[config.mk]
export PLATFORM = sky130hd
export DESIGN_NAME = dff_write_arbiter
export DESIGN_NICKNAME = d
export VERILOG_FILES = /design/src/rtl/dff_write_arbiter.sv
export SDC_FILE = /design/constraint.sdc
export NUM_CORES = 1
export LEC_CHECK = 0
export CORE_MARGIN = 2
export CORE_UTILIZATION = 45
export DETAILED_ROUTE_END_ITERATION = 8
export HOLD_SLACK_MARGIN = 0.1
export PLACE_DENSITY = 0.87
export SYNTH_ARGS = -nofsm -noshare
export SYNTH_HDL_FRONTEND = slang
export SYNTH_SLANG_ARGS = --single-unit
[constraint.sdc]
create_clock -name clk -period 3.5 [get_ports clk]
set_input_delay 0.525 -clock clk [delete_from_list [all_inputs] [get_ports clk]]
set_output_delay 0.525 -clock clk [all_outputs]
set_load 0.03 [all_outputs]
[src/rtl/dff_write_arbiter.sv]
// Round-robin arbiter granting N requesters write access to one shared W-bit register.
// Each write is a two-cycle grant/commit handshake; the granted requester may abort by dropping req.
module dff_write_arbiter #(
  parameter int unsigned N = 4,
  parameter int unsigned W = 8
) (
  input  logic           clk,
  input  logic           rst,
  input  logic [N-1:0]   req,
  input  logic [N*W-1:0] d_in,
  output logic [N-1:0]   grant,
  output logic [N-1:0]   ack,
  output logic [W-1:0]   q,
  output logic           busy,
  output logic [1:0]     last_id,
  output logic [7:0]     wr_cnt
);

  localparam int unsigned IW = (N > 1) ? $clog2(N) : 1;

  typedef enum logic {IDLE, BUSY} state_t;

  state_t        state;
  logic [IW-1:0] ptr;
  logic [IW-1:0] gnt_idx;
  logic [N-1:0]  elig_c;
  logic          sel_valid_c;
  logic [IW-1:0] sel_idx_c;
  logic [IW-1:0] cand_c;

  // Round-robin pick starting at ptr; a requester whose ack is high this cycle is masked.
  // Scanning from the far end lets the nearest eligible candidate win.
  always_comb begin
    elig_c      = req & ~ack;
    sel_valid_c = 1'b0;
    sel_idx_c   = '0;
    cand_c      = '0;
    for (int k = int'(N) - 1; k >= 0; k--) begin
      cand_c = IW'((32'(ptr) + 32'(k)) % N);
      if (elig_c[cand_c]) begin
        sel_valid_c = 1'b1;
        sel_idx_c   = cand_c;
      end
    end
  end

  always_ff @(posedge clk) begin
    if (!rst) begin
      state   <= IDLE;
      ptr     <= '0;
      gnt_idx <= '0;
      grant   <= '0;
      ack     <= '0;
      q       <= '0;
      busy    <= 1'b0;
      last_id <= '0;
      wr_cnt  <= '0;
    end else begin
      ack <= '0;
      case (state)
        IDLE: begin
          if (sel_valid_c) begin
            state            <= BUSY;
            busy             <= 1'b1;
            gnt_idx          <= sel_idx_c;
            grant            <= '0;
            grant[sel_idx_c] <= 1'b1;
          end
        end
        BUSY: begin
          state <= IDLE;
          busy  <= 1'b0;
          grant <= '0;
          // Commit only if the granted requester still holds its request.
          if (req[gnt_idx]) begin
            q       <= d_in[32'(gnt_idx)*W +: W];
            ack     <= grant;
            last_id <= 2'(gnt_idx);
            wr_cnt  <= wr_cnt + 8'd1;
            ptr     <= IW'((32'(gnt_idx) + 32'd1) % N);
          end
        end
        default: state <= IDLE;
      endcase
    end
  end

endmodule

==> results of run 1 <==
-- worst min-delay path by stage --
stage / start / end / cells after the start
after floorplan: busy / busy / 2
final: busy / busy / 2
after CTS: q[6] / q[6] / 2
after global placement: q[2] / q[2] / 2
after detailed placement: busy / busy / 2
after global routing: q[6] / q[6] / 2
-- per-stage QoR --
| stage | hold slack (ns) | worst slack [ns] | cells | power (mW) |
|---|---|---|---|---|
| final | 0.457 | 1.21 | 270 | 0.818 |
| after detailed placement | 0.444 | 1.03 | 262 | 0.596 |
| after global placement | 0.440 | 1.09 | 262 | 0.592 |
| after global routing | 0.476 | 1.02 | 270 | 0.862 |
| after CTS | 0.461 | 1.16 | 270 | 0.824 |
| after floorplan | 0.571 | 1.77 | 159 | 0.514 |
-- cells by family after synthesis --
kind of cell             share of synthesized area
AO/OA/AOI/OAI                                0.129
XOR/XNOR                                    0.0339
adder cells (fa/ha/maj)                    0.00808
buffers and inverters                       0.0339
flip-flops                                   0.414
multiplexers                                 0.131
AND/OR/NAND/NOR                              0.250
-- flip-flops by register name (all words and copies together) (netlist names) --
| register | cells |
|---|---|
| ack | 4 |
| busy | 1 |
| gnt_idx | 2 |
| grant | 4 |
| last_id | 2 |
| ptr | 2 |
| q | 8 |
| state | 1 |
| wr_cnt | 8 |
-- power by group through the flow --
stage               Sequential [mW]  Clock [mW]  Combinational [mW]
detailed placement            0.413           0               0.183
global placement              0.412           0               0.179
global route                  0.408       0.257               0.197
floorplan                     0.427           0              0.0870
CTS                           0.405       0.235               0.184
finish                        0.404       0.231               0.183
-- area by class of cell --
| type | instances | area share |
|---|---|---|
| multi-input combinational | 116 | 0.375 |
| inverter | 3 | 0.00494 |
| tap | 46 | 0.0252 |
| clock buffer | 6 | 0.0225 |
| timing repair buffer | 65 | 0.284 |
| sequential | 32 | 0.281 |
| clock inverter | 2 | 0.00659 |
-- metal layers --
layer | part of all wire | global-route usage
met5 | 0 | 0
met4 | 0.016 | 0.0917
met3 | 0.089 | 0.0901
met2 | 0.46 | 0.327
met1 | 0.43 | 0.251
-- cell usage in the layout (no fill, tap or decap), types with 2 or more instances in the layout --
cell and instances:
a21boi_1 11, a21oi_1 2, and2_1 9, and3_1 5
clkbuf_4 5, clkdlybuf4s50_1 64, clkinvlp_4 2, dfxtp_1 32
inv_1 3, mux4_2 9, nand2_1 34, nand2b_1 4
nand3b_1 2, nand4_2 2, nor2_1 4, nor2b_1 3
nor3_1 2, o21ai_0 8, o221ai_1 2, xnor2_1 5
-- worst min-delay path, cell delays in order (launching register included) --
cell,delay (ns)
dfxtp_1,0.33
inv_1,0.05
a21oi_1,0.05
==> key figures, run 1 <==
Critical path
  – Number of cells on the critical path: 5
  – Critical path startpoint: gnt_idx[0]
  – Depth of the most critical reg-to-reg path: 5
  – Crit path largest cell delay: 0.81 ns
  – Worst path slowest cell: dfxtp_1
  – Worst Path Max Fanout: 19
  – WP buf/inv: 0
  – Critical path class: reg -> reg
  – Setup crit end kind: flip-flop
  – Most frequent CP cell: and2_1
  – R2r startpoint: gnt_idx[0]
  – Worst EP required: between 3 and 4 ns
  – Worst Path Arrival: 2.52 ns
  – RR Endpoint: wr_cnt[3]
  – Top delay family on crit path: simple AND/OR/NAND/NOR gates
  – Critical Path End: wr_cnt[3]
  – Crit-path cells: mux4_2 > and2_1 > nand4_2 > xnor2_1 > and2_1
  – CP Launch Type: flip-flop
  – R2R setup slack: 1.21 ns

STA
  – FMAX: 0.437 GHz
  – Final hold viol count: 0
  – Period minus WS final: 2.29 ns
  – Slew HR: 0.513
  – RSZ-0062 raised after global routing: false
  – Slew Limit Fails: 0
  – Worst-Margin Slew: approximately 0.73 ns
  – Fin crit share: 0.654
  – Final clock skew: 0.0107 ns
  – Setup TNS: 0 ns
  – Endpoints failing setup: 0

Detailed routing
  – Drt pass-1 iters: 4
  – Via count: 1,386
  – Final WL: 3.89 mm
  – Iteration-0 DRC Markers: 52
  – Average routed wire per standard cell: 14.4 um
  – Drt via density: 5.13
  – # DRC: 0
  – DRT antenna net count: 0

Synth
  – Sequential fraction of the synthesis area: 0.414
  – Most frequent cells after synthesis: 34 x nand2_1, 32 x dfxtp_1, 11 x a21boi_1
  – Main area contributors after synthesis: dfxtp_1 41%, mux4_2 13%, nand2_1 8.2%
  – Netlist cell types: 34
  – Ys async rst share: 0
  – Synth area leader: dfxtp_1
  – Post-synth EDFFs: 0
  – Syn nets: 198
  – Synthesized area per cell: 9.74 um2
  – Cell with the most instances after synthesis: nand2_1
  – Register bit total from synthesis: 32
  – Post-synthesis instance area: 1550 um2
  – Top-area cell type share of the netlist area: 0.414
  – Ys Warns: 0
  – Mapped Cells: about 160
  – Synth Flop Type: dfxtp_1

Placement
  – Hpwl dp: 2.89 mm
  – Dpl cell area: between 2000 and 2500 um2
  – GPL Wtd Cong: 0.775
  – IO Port Bufs: 64

Finish
  – Share of cells above drive strength 1: 0.103
  – Fill cell count: 269
  – Design area: roughly 2300 um2
  – Multi-input logic area: 856 um2
  – Final Net Count: 262
  – Area growth, synth to finish: 47.2%
  – Diodes inserted: 0
  – Core Util, Final: 0.689
  – Sequential cell area: 641 um2

GRT
  – Remaining Overflow, GRT: 0
  – First-pass GRT wire length: 6.29 mm
  – Largest net degree at the start of global routing: 30
  – Gr usage total: 0.209
  – Initial antenna violation count: 0
  – Number of global-route vias before repair: 1,323

CTS
  – CTS clk-pin slew, worst paths: 0.11 ns
  – Clk Latency, worst-skew pair: 0.33 ns
  – CTS root buffer: clkbuf_4
  – Post-CTS setup buffer count: 0
  – H-tree levels: 2
  – Resized Gates After CTS: 0
  – Hold-fix buffers, CTS: 0
  – Clock Path Buffers: 2
  – CTS tree: built
  – Total CTS buffers: 5
  – Clk sinks: 32

Floorplanning
  – CORE AREA: 3310 um2
  – Starting density of the core: 0.468
  – Ports: 65
  – Die area: 3930 um2
  – DIE HEIGHT: 62.7 um
  – Num rows: 21
  – Die X: 62.7 um

Outcome
  – Outcome: complete, no violations

Power
  – Clk pwr share: 0.282
  – Leak Pwr: 0.826 nW
  – Worst IR Drop VDD: 0.276 mV
  – Internal power: 0.582 mW
  – NetSw: 0.236 mW
  – Pwr per Cell Area: roughly 360 nW/um2
  – Seq pwr share: 0.494
  – Sw frac: 0.289
  – Comb power frac: 0.224

Min path
  – HP Class: reg -> reg

Flow run
  – Max Cap Viol: 0
Note: power is estimated with default switching activity, not from simulation.
==> inputs of run 2 (changes only) <==
--- a/config.mk
+++ b/config.mk
@@ -6,10 +6,10 @@
 export NUM_CORES = 1
 export LEC_CHECK = 0
 export CORE_MARGIN = 2
-export CORE_UTILIZATION = 45
+export CORE_UTILIZATION = 42
 export DETAILED_ROUTE_END_ITERATION = 8
 export HOLD_SLACK_MARGIN = 0.1
-export PLACE_DENSITY = 0.87
+export PLACE_DENSITY = 0.82
 export SYNTH_ARGS = -nofsm -noshare
 export SYNTH_HDL_FRONTEND = slang
 export SYNTH_SLANG_ARGS = --single-unit
==> constraint.sdc (replaced) <==
create_clock -name clk -period 2.2 [get_ports clk]
set_input_delay 0.33 -clock clk [delete_from_list [all_inputs] [get_ports clk]]
set_output_delay 0.33 -clock clk [all_outputs]
set_load 0.03 [all_outputs]
==> run 2 against run 1 <==
  * Combinational power rose by 75%
  * Clock-buffer cell count rose by 1
  * Final cell count rose by 3.3%
  * Critical path type is now reg -> out
  * Critical endpoint is now wr_cnt[2]
  * Largest cell class unchanged
==> key figures, run 2 (synthesis results as in run 1) <==
STA
  – Worst hold margin: 0.448 ns (-0.00967 ns)
  – Worst-Margin Slew: 0.331 ns (-0.398 ns)
  – Slew Limit Fails: 0 (unchanged)
  – Setup TNS: 0 ns (unchanged)
  – Endpoints failing setup: 0 (unchanged)
  – FMAX: 0.568 GHz
  – Fin crit share: 0.801
  – Period minus WS final: 1.76 ns
  – Final clock skew: 0.00309 ns (-0.00764 ns)
  – Slew HR: 0.778 (+0.265)
  – RSZ-0062 raised after global routing: false
  – Final hold viol count: 0 (unchanged)

CTS
  – Hold-fix buffers, CTS: 0 (unchanged)
  – Total CTS buffers: 5 (unchanged)
  – CTS root buffer: clkbuf_8
  – Clock Path Buffers: 2 (unchanged)
  – Clk Latency, worst-skew pair: 0.28 ns (-0.05 ns)
  – CTS tree: built
  – Resized Gates After CTS: 0 (unchanged)
  – Clk sinks: 32 (unchanged)
  – CTS clk-pin slew, worst paths: 0.06 ns (-0.05 ns)
  – Post-CTS setup buffer count: 0 (unchanged)
  – H-tree levels: 2 (unchanged)

Finish
  – Share of cells above drive strength 1: 0.130 (+0.0272)
  – Area growth, synth to finish: 53.2%
  – Most frequent cells in the layout: 64 x clkdlybuf4s50_1, 34 x nand2_1, 32 x dfxtp_1
  – Non-filler cells, final: 279 (+3.3%)
  – Design area: 2370 um2 (+4.1%)
  – Core Util, Final: 0.658 (-0.0307)
  – Diodes inserted: 0 (unchanged)
  – Final Net Count: 270 (+3.1%)
  – Largest regs: q (8), wr_cnt (8)
  – Fill cell count: 306 (+14%)
  – Commonest non-fill, non-tap cell in the layout: clkdlybuf4s50_1

GRT
  – Largest net degree at the start of global routing: 29 (-3.3%)
  – First-pass GRT wire length: 6.24 mm (-0.87%)
  – Initial antenna violation count: 0 (unchanged)
  – Gr usage total: 0.192 (-0.0171)
  – Remaining Overflow, GRT: 0 (unchanged)
  – Number of global-route vias before repair: 1,400 (+5.8%)

Detailed routing
  – Drt pass-1 iters: 4 (unchanged)
  – Drt via density: 5.14 (about the same)
  – Final WL: 3.76 mm (-3.3%)
  – DRT antenna net count: 0 (unchanged)
  – Average routed wire per standard cell: 13.5 um (-6.5%)
  – # DRC: 0 (unchanged)
  – Iteration-0 DRC Markers: 55 (+5.8%)
  – Via count: 1,433 (+3.4%)

Placement
  – IO Port Bufs: 64 (unchanged)
  – Dpl cell area: 2280 um2 (+2.8%)
  – Hpwl dp: 2.81 mm (-2.6%)
  – Placed insts: 272 (+3.8%)
  – GPL Wtd Cong: 0.792 (+2.2%)

Critical path
  – R2r startpoint: gnt_idx[1]
  – CP Launch Type: flip-flop
  – Worst Path Arrival: 1.43 ns (-1.09 ns)
  – Critical path startpoint: wr_cnt[2]
  – Setup crit end kind: output port
  – WP buf/inv: 1 (+1)
  – Top delay family on crit path: buffers and inverters
  – Worst Path Max Fanout: 5 (-14)
  – Crit path largest cell delay: 0.71 ns (-0.10 ns)
  – Worst path slowest cell: clkdlybuf4s50_1
  – Critical path class: reg -> out
  – Worst EP required: 1.87 ns (-1.86 ns)
  – R2R setup slack: 0.55 ns (-0.66 ns)
  – Crit-path cells: clkdlybuf4s50_1

Flow run
  – Max Cap Viol: 0 (unchanged)

Floorplanning
  – Starting density of the core: 0.430 (-0.0383)
  – Ports: 65 (unchanged)
  – Num rows: 22 (+4.8%)
  – CORE AREA: 3610 um2 (+8.9%)
  – Die area: 4190 um2 (+6.7%)
  – Die X: 64.7 um (+3.3%)
  – DIE HEIGHT: 64.7 um (+3.3%)

Min path
  – Worst hold start: busy
  – HP Class: reg -> reg

Power
  – Clk pwr share: 0.337 (+0.055)
  – Leak Pwr: 0.886 nW (+7.3%)
  – Seq pwr share: 0.440 (-0.054)
  – Internal power: 1.06 mW (+82%)
  – Comb power frac: 0.223 (about the same)
  – Sw frac: 0.259 (-0.0299)
  – Worst IR Drop VDD: 0.552 mV (+100%)
  – NetSw: 0.371 mW (+57%)
  – Pwr per Cell Area: 604 nW/um2 (+68%)

Outcome
  – Outcome: complete, no violations
[run 2: changes by cell type in the layout (fill, tap and decap cells not counted)]
cell,delta
buf_4,+8
clkbuf_4,-5
clkbuf_8,+6
clkinvlp_4,-2
[run 2: worst paths after layout]
kind	endpoint	cells past startpoint
worst min-delay path	busy	2
worst max register to register	ack[2]	4
worst max-delay path	wr_cnt[2]	1
worst min register to register	busy	2
[run 2: area by class of cell]
class,count,area [um2],area share
multi-input cells,116,856,0.361
repair buffers,73,708,0.299
flip-flops and latches,32,641,0.270
clock buffers,7,96.3,0.0406
well taps,48,60.1,0.0253
inverters,3,11.3,0.00475
[run 2: per-layer routing]
metal	wire, um	up-vias	track usage
li1	-	700	-
met1	1620	671	0.221
met2	1720	53	0.327
met3	360	9	0.0816
met4	59	0	0.0505
met5	0	-	0
[run 2: metrics by stage]
step	power, mW	worst slack [ns]
2_1_floorplan	0.818	0.584
3_3_place_gp	0.957	0.200
3_5_place_dp	0.964	0.153
4_1_cts	1.45	0.431
5_1_grt	1.50	0.290
6_report	1.43	0.439
[run 2: worst reg2reg max path, cell delays in order, from the launching register on]
cell and delay [ns]:
dfxtp_1 0.37, mux4_2 0.55, and2_1 0.27, buf_4 0.19
and3_1 0.18
[run 2: power groups by stage]
| stage | clock network (mW) | registers, mW | logic, mW |
|---|---|---|---|
| floorplan | 0 | 0.680 | 0.138 |
| global placement | 0 | 0.642 | 0.315 |
| detailed placement | 0 | 0.643 | 0.321 |
| CTS | 0.493 | 0.630 | 0.323 |
| global route | 0.523 | 0.634 | 0.346 |
| finish | 0.482 | 0.630 | 0.320 |
==> inputs of run 3 (changes only) <==
==> constraint.sdc (replaced) <==
create_clock -name clk -period 1.7 [get_ports clk]
set_input_delay 0.255 -clock clk [delete_from_list [all_inputs] [get_ports clk]]
set_output_delay 0.255 -clock clk [all_outputs]
set_load 0.03 [all_outputs]
==> run 3 against run 2 <==
  * Worst setup slack got worse by 0.37 ns
  * Largest cell class unchanged
  * Sequential power increased by 29%
  * Total power rose by 27%
  * Critical path depth stayed put
  * Worst hold slack gained 0.0040 ns
  * Clock skew up 0.0031 ns
  * Combinational power is 43% higher
  * Wire length grew 8.4%
==> key figures, run 3 (synthesis results as in run 1) <==
STA
  – FMAX: slightly above 0.6 GHz
  – Period minus WS final: 1.63 ns
  – Fin crit share: 0.957
  – Setup TNS: 0 ns (unchanged)
  – Endpoints failing setup: 0 (unchanged)
  – Slew HR: 0.759 (-0.0191)
  – Worst-Margin Slew: 0.360 ns (+0.0281 ns)
  – Final clock skew: 0.00622 ns (+0.00312 ns)
  – Worst hold margin: 0.452 ns (+0.00402 ns)
  – RSZ-0062 raised after global routing: false
  – Slew Limit Fails: 0 (unchanged)
  – Final hold viol count: 0 (unchanged)

Detailed routing
  – Iteration-0 DRC Markers: 51 (-7.3%)
  – Drt pass-1 iters: 4 (unchanged)
  – Final WL: 4.07 mm (+8.4%)
  – Via count: 1,463 (+2.1%)
  – Drt via density: 5.01 (-2.5%)
  – DRT antenna net count: 0 (unchanged)
  – Average routed wire per standard cell: 14.0 um (+3.6%)
  – # DRC: 0 (unchanged)

Critical path
  – Worst path slowest cell: clkdlybuf4s50_1
  – CP Launch Type: flip-flop
  – Worst Path Arrival: 1.37 ns (-0.06 ns)
  – Crit path largest cell delay: 0.69 ns (-0.02 ns)
  – Critical path class: reg -> out
  – Top delay family on crit path: buffers and inverters
  – Crit-path cells: clkdlybuf4s50_1
  – Setup crit end kind: output port
  – Worst Path Max Fanout: 4 (-1)
  – Worst EP required: 1.44 ns (-0.43 ns)
  – WP buf/inv: 1 (unchanged)

CTS
  – H-tree levels: 2 (unchanged)
  – Clk sinks: 32 (unchanged)
  – CTS clk-pin slew, worst paths: 0.07 ns (about the same)
  – Hold-fix buffers, CTS: 0 (unchanged)
  – CTS tree: built
  – CTS root buffer: clkbuf_8
  – Total CTS buffers: 5 (unchanged)
  – Clk Latency, worst-skew pair: 0.28 ns (about the same)
  – Clock Path Buffers: 2 (unchanged)

Power
  – Pwr per Cell Area: 734 nW/um2 (+21%)
  – Worst IR Drop VDD: 0.510 mV (-7.7%)
  – Leak Pwr: 1.02 nW (+15%)
  – Overall Power: 1.82 mW (+27%)

GRT
  – Initial antenna violation count: 0 (unchanged)
  – Number of global-route vias before repair: 1,401 (+0.071%)
  – Largest net degree at the start of global routing: 29 (unchanged)
  – Remaining Overflow, GRT: 0 (unchanged)
  – Gr usage total: 0.205 (+0.0127)
  – First-pass GRT wire length: 6.51 mm (+4.3%)

Finish
  – Final Net Count: 283 (+4.8%)
  – Share of cells above drive strength 1: 0.189 (+0.0587)
  – Largest regs: q (8), wr_cnt (8)
  – Area growth, synth to finish: 60.1%
  – Commonest non-fill, non-tap cell in the layout: clkdlybuf4s50_1
  – Diodes inserted: 0 (unchanged)
  – Fill cell count: 275 (-10%)
  – Most frequent cells in the layout: 60 x clkdlybuf4s50_1, 34 x nand2_1, 32 x dfxtp_1

Placement
  – Hpwl dp: 2.97 mm (+5.5%)
  – IO Port Bufs: 64 (unchanged)
  – GPL Wtd Cong: 0.852 (+7.6%)

Floorplanning
  – Starting density of the core: 0.430 (unchanged)
  – Ports: 65 (unchanged)
  – DIE HEIGHT: 64.7 um (unchanged)
  – CORE AREA: 3610 um2 (unchanged)
  – Num rows: 22 (unchanged)
  – Die X: 64.7 um (unchanged)
  – Die area: 4190 um2 (unchanged)

Min path
  – HP Class: reg -> reg

Flow run
  – Max Cap Viol: 0 (unchanged)

Outcome
  – Outcome: complete, no violations
## run 3: through the flow
stage,cells,setup slack [ns],util,cell area [um2]
6_report,292,0.0734,0.688,2480
5_1_grt,292,0.00624,0.688,2480
4_1_cts,290,0.0113,0.677,2440
3_5_place_dp,283,-0.248,0.654,2360
3_3_place_gp,283,-0.210,0.654,2360
2_1_floorplan,159,0.0836,-,1550
## run 3: routing by layer
layer,global-route usage,vias up,part of all wire
met5,0,-,0
met1,0.228,679,0.42
met2,0.343,51,0.47
li1,-,726,-
met4,0.0745,0,0.019
met3,0.0938,7,0.090
## run 3: worst paths after layout
check        cells after the start        from  slack [ns]        end
max                              1   wr_cnt[3]        0.07  wr_cnt[3]
min                              2        q[1]        0.45       q[1]
max reg2reg                      6  gnt_idx[1]        0.08  wr_cnt[7]
min reg2reg                      2        q[1]        0.45       q[1]
## run 3: power breakdown
group	total, mW	internal, mW	leakage, nW	switching, mW
clock network	0.549	0.276	0.0400	0.273
registers	0.814	0.786	0.260	0.0280
logic	0.456	0.256	0.716	0.200
total	1.82	1.32	1.02	0.500
## run 3: what timing repair did
action	CTS	global route
setup buffers	0	2
setup endpoints to repair	0	18
gates resized for setup	0	9
## run 3: cell type report
class | count | area, um2 | area share
multi-input cells | 116 | 867 | 0.350
clock buffers | 5 | 68.8 | 0.0277
clock inverters | 2 | 12.5 | 0.00505
well taps | 48 | 60.1 | 0.0242
flip-flops and latches | 32 | 641 | 0.258
repair buffers | 86 | 820 | 0.330
inverters | 3 | 11.3 | 0.00454
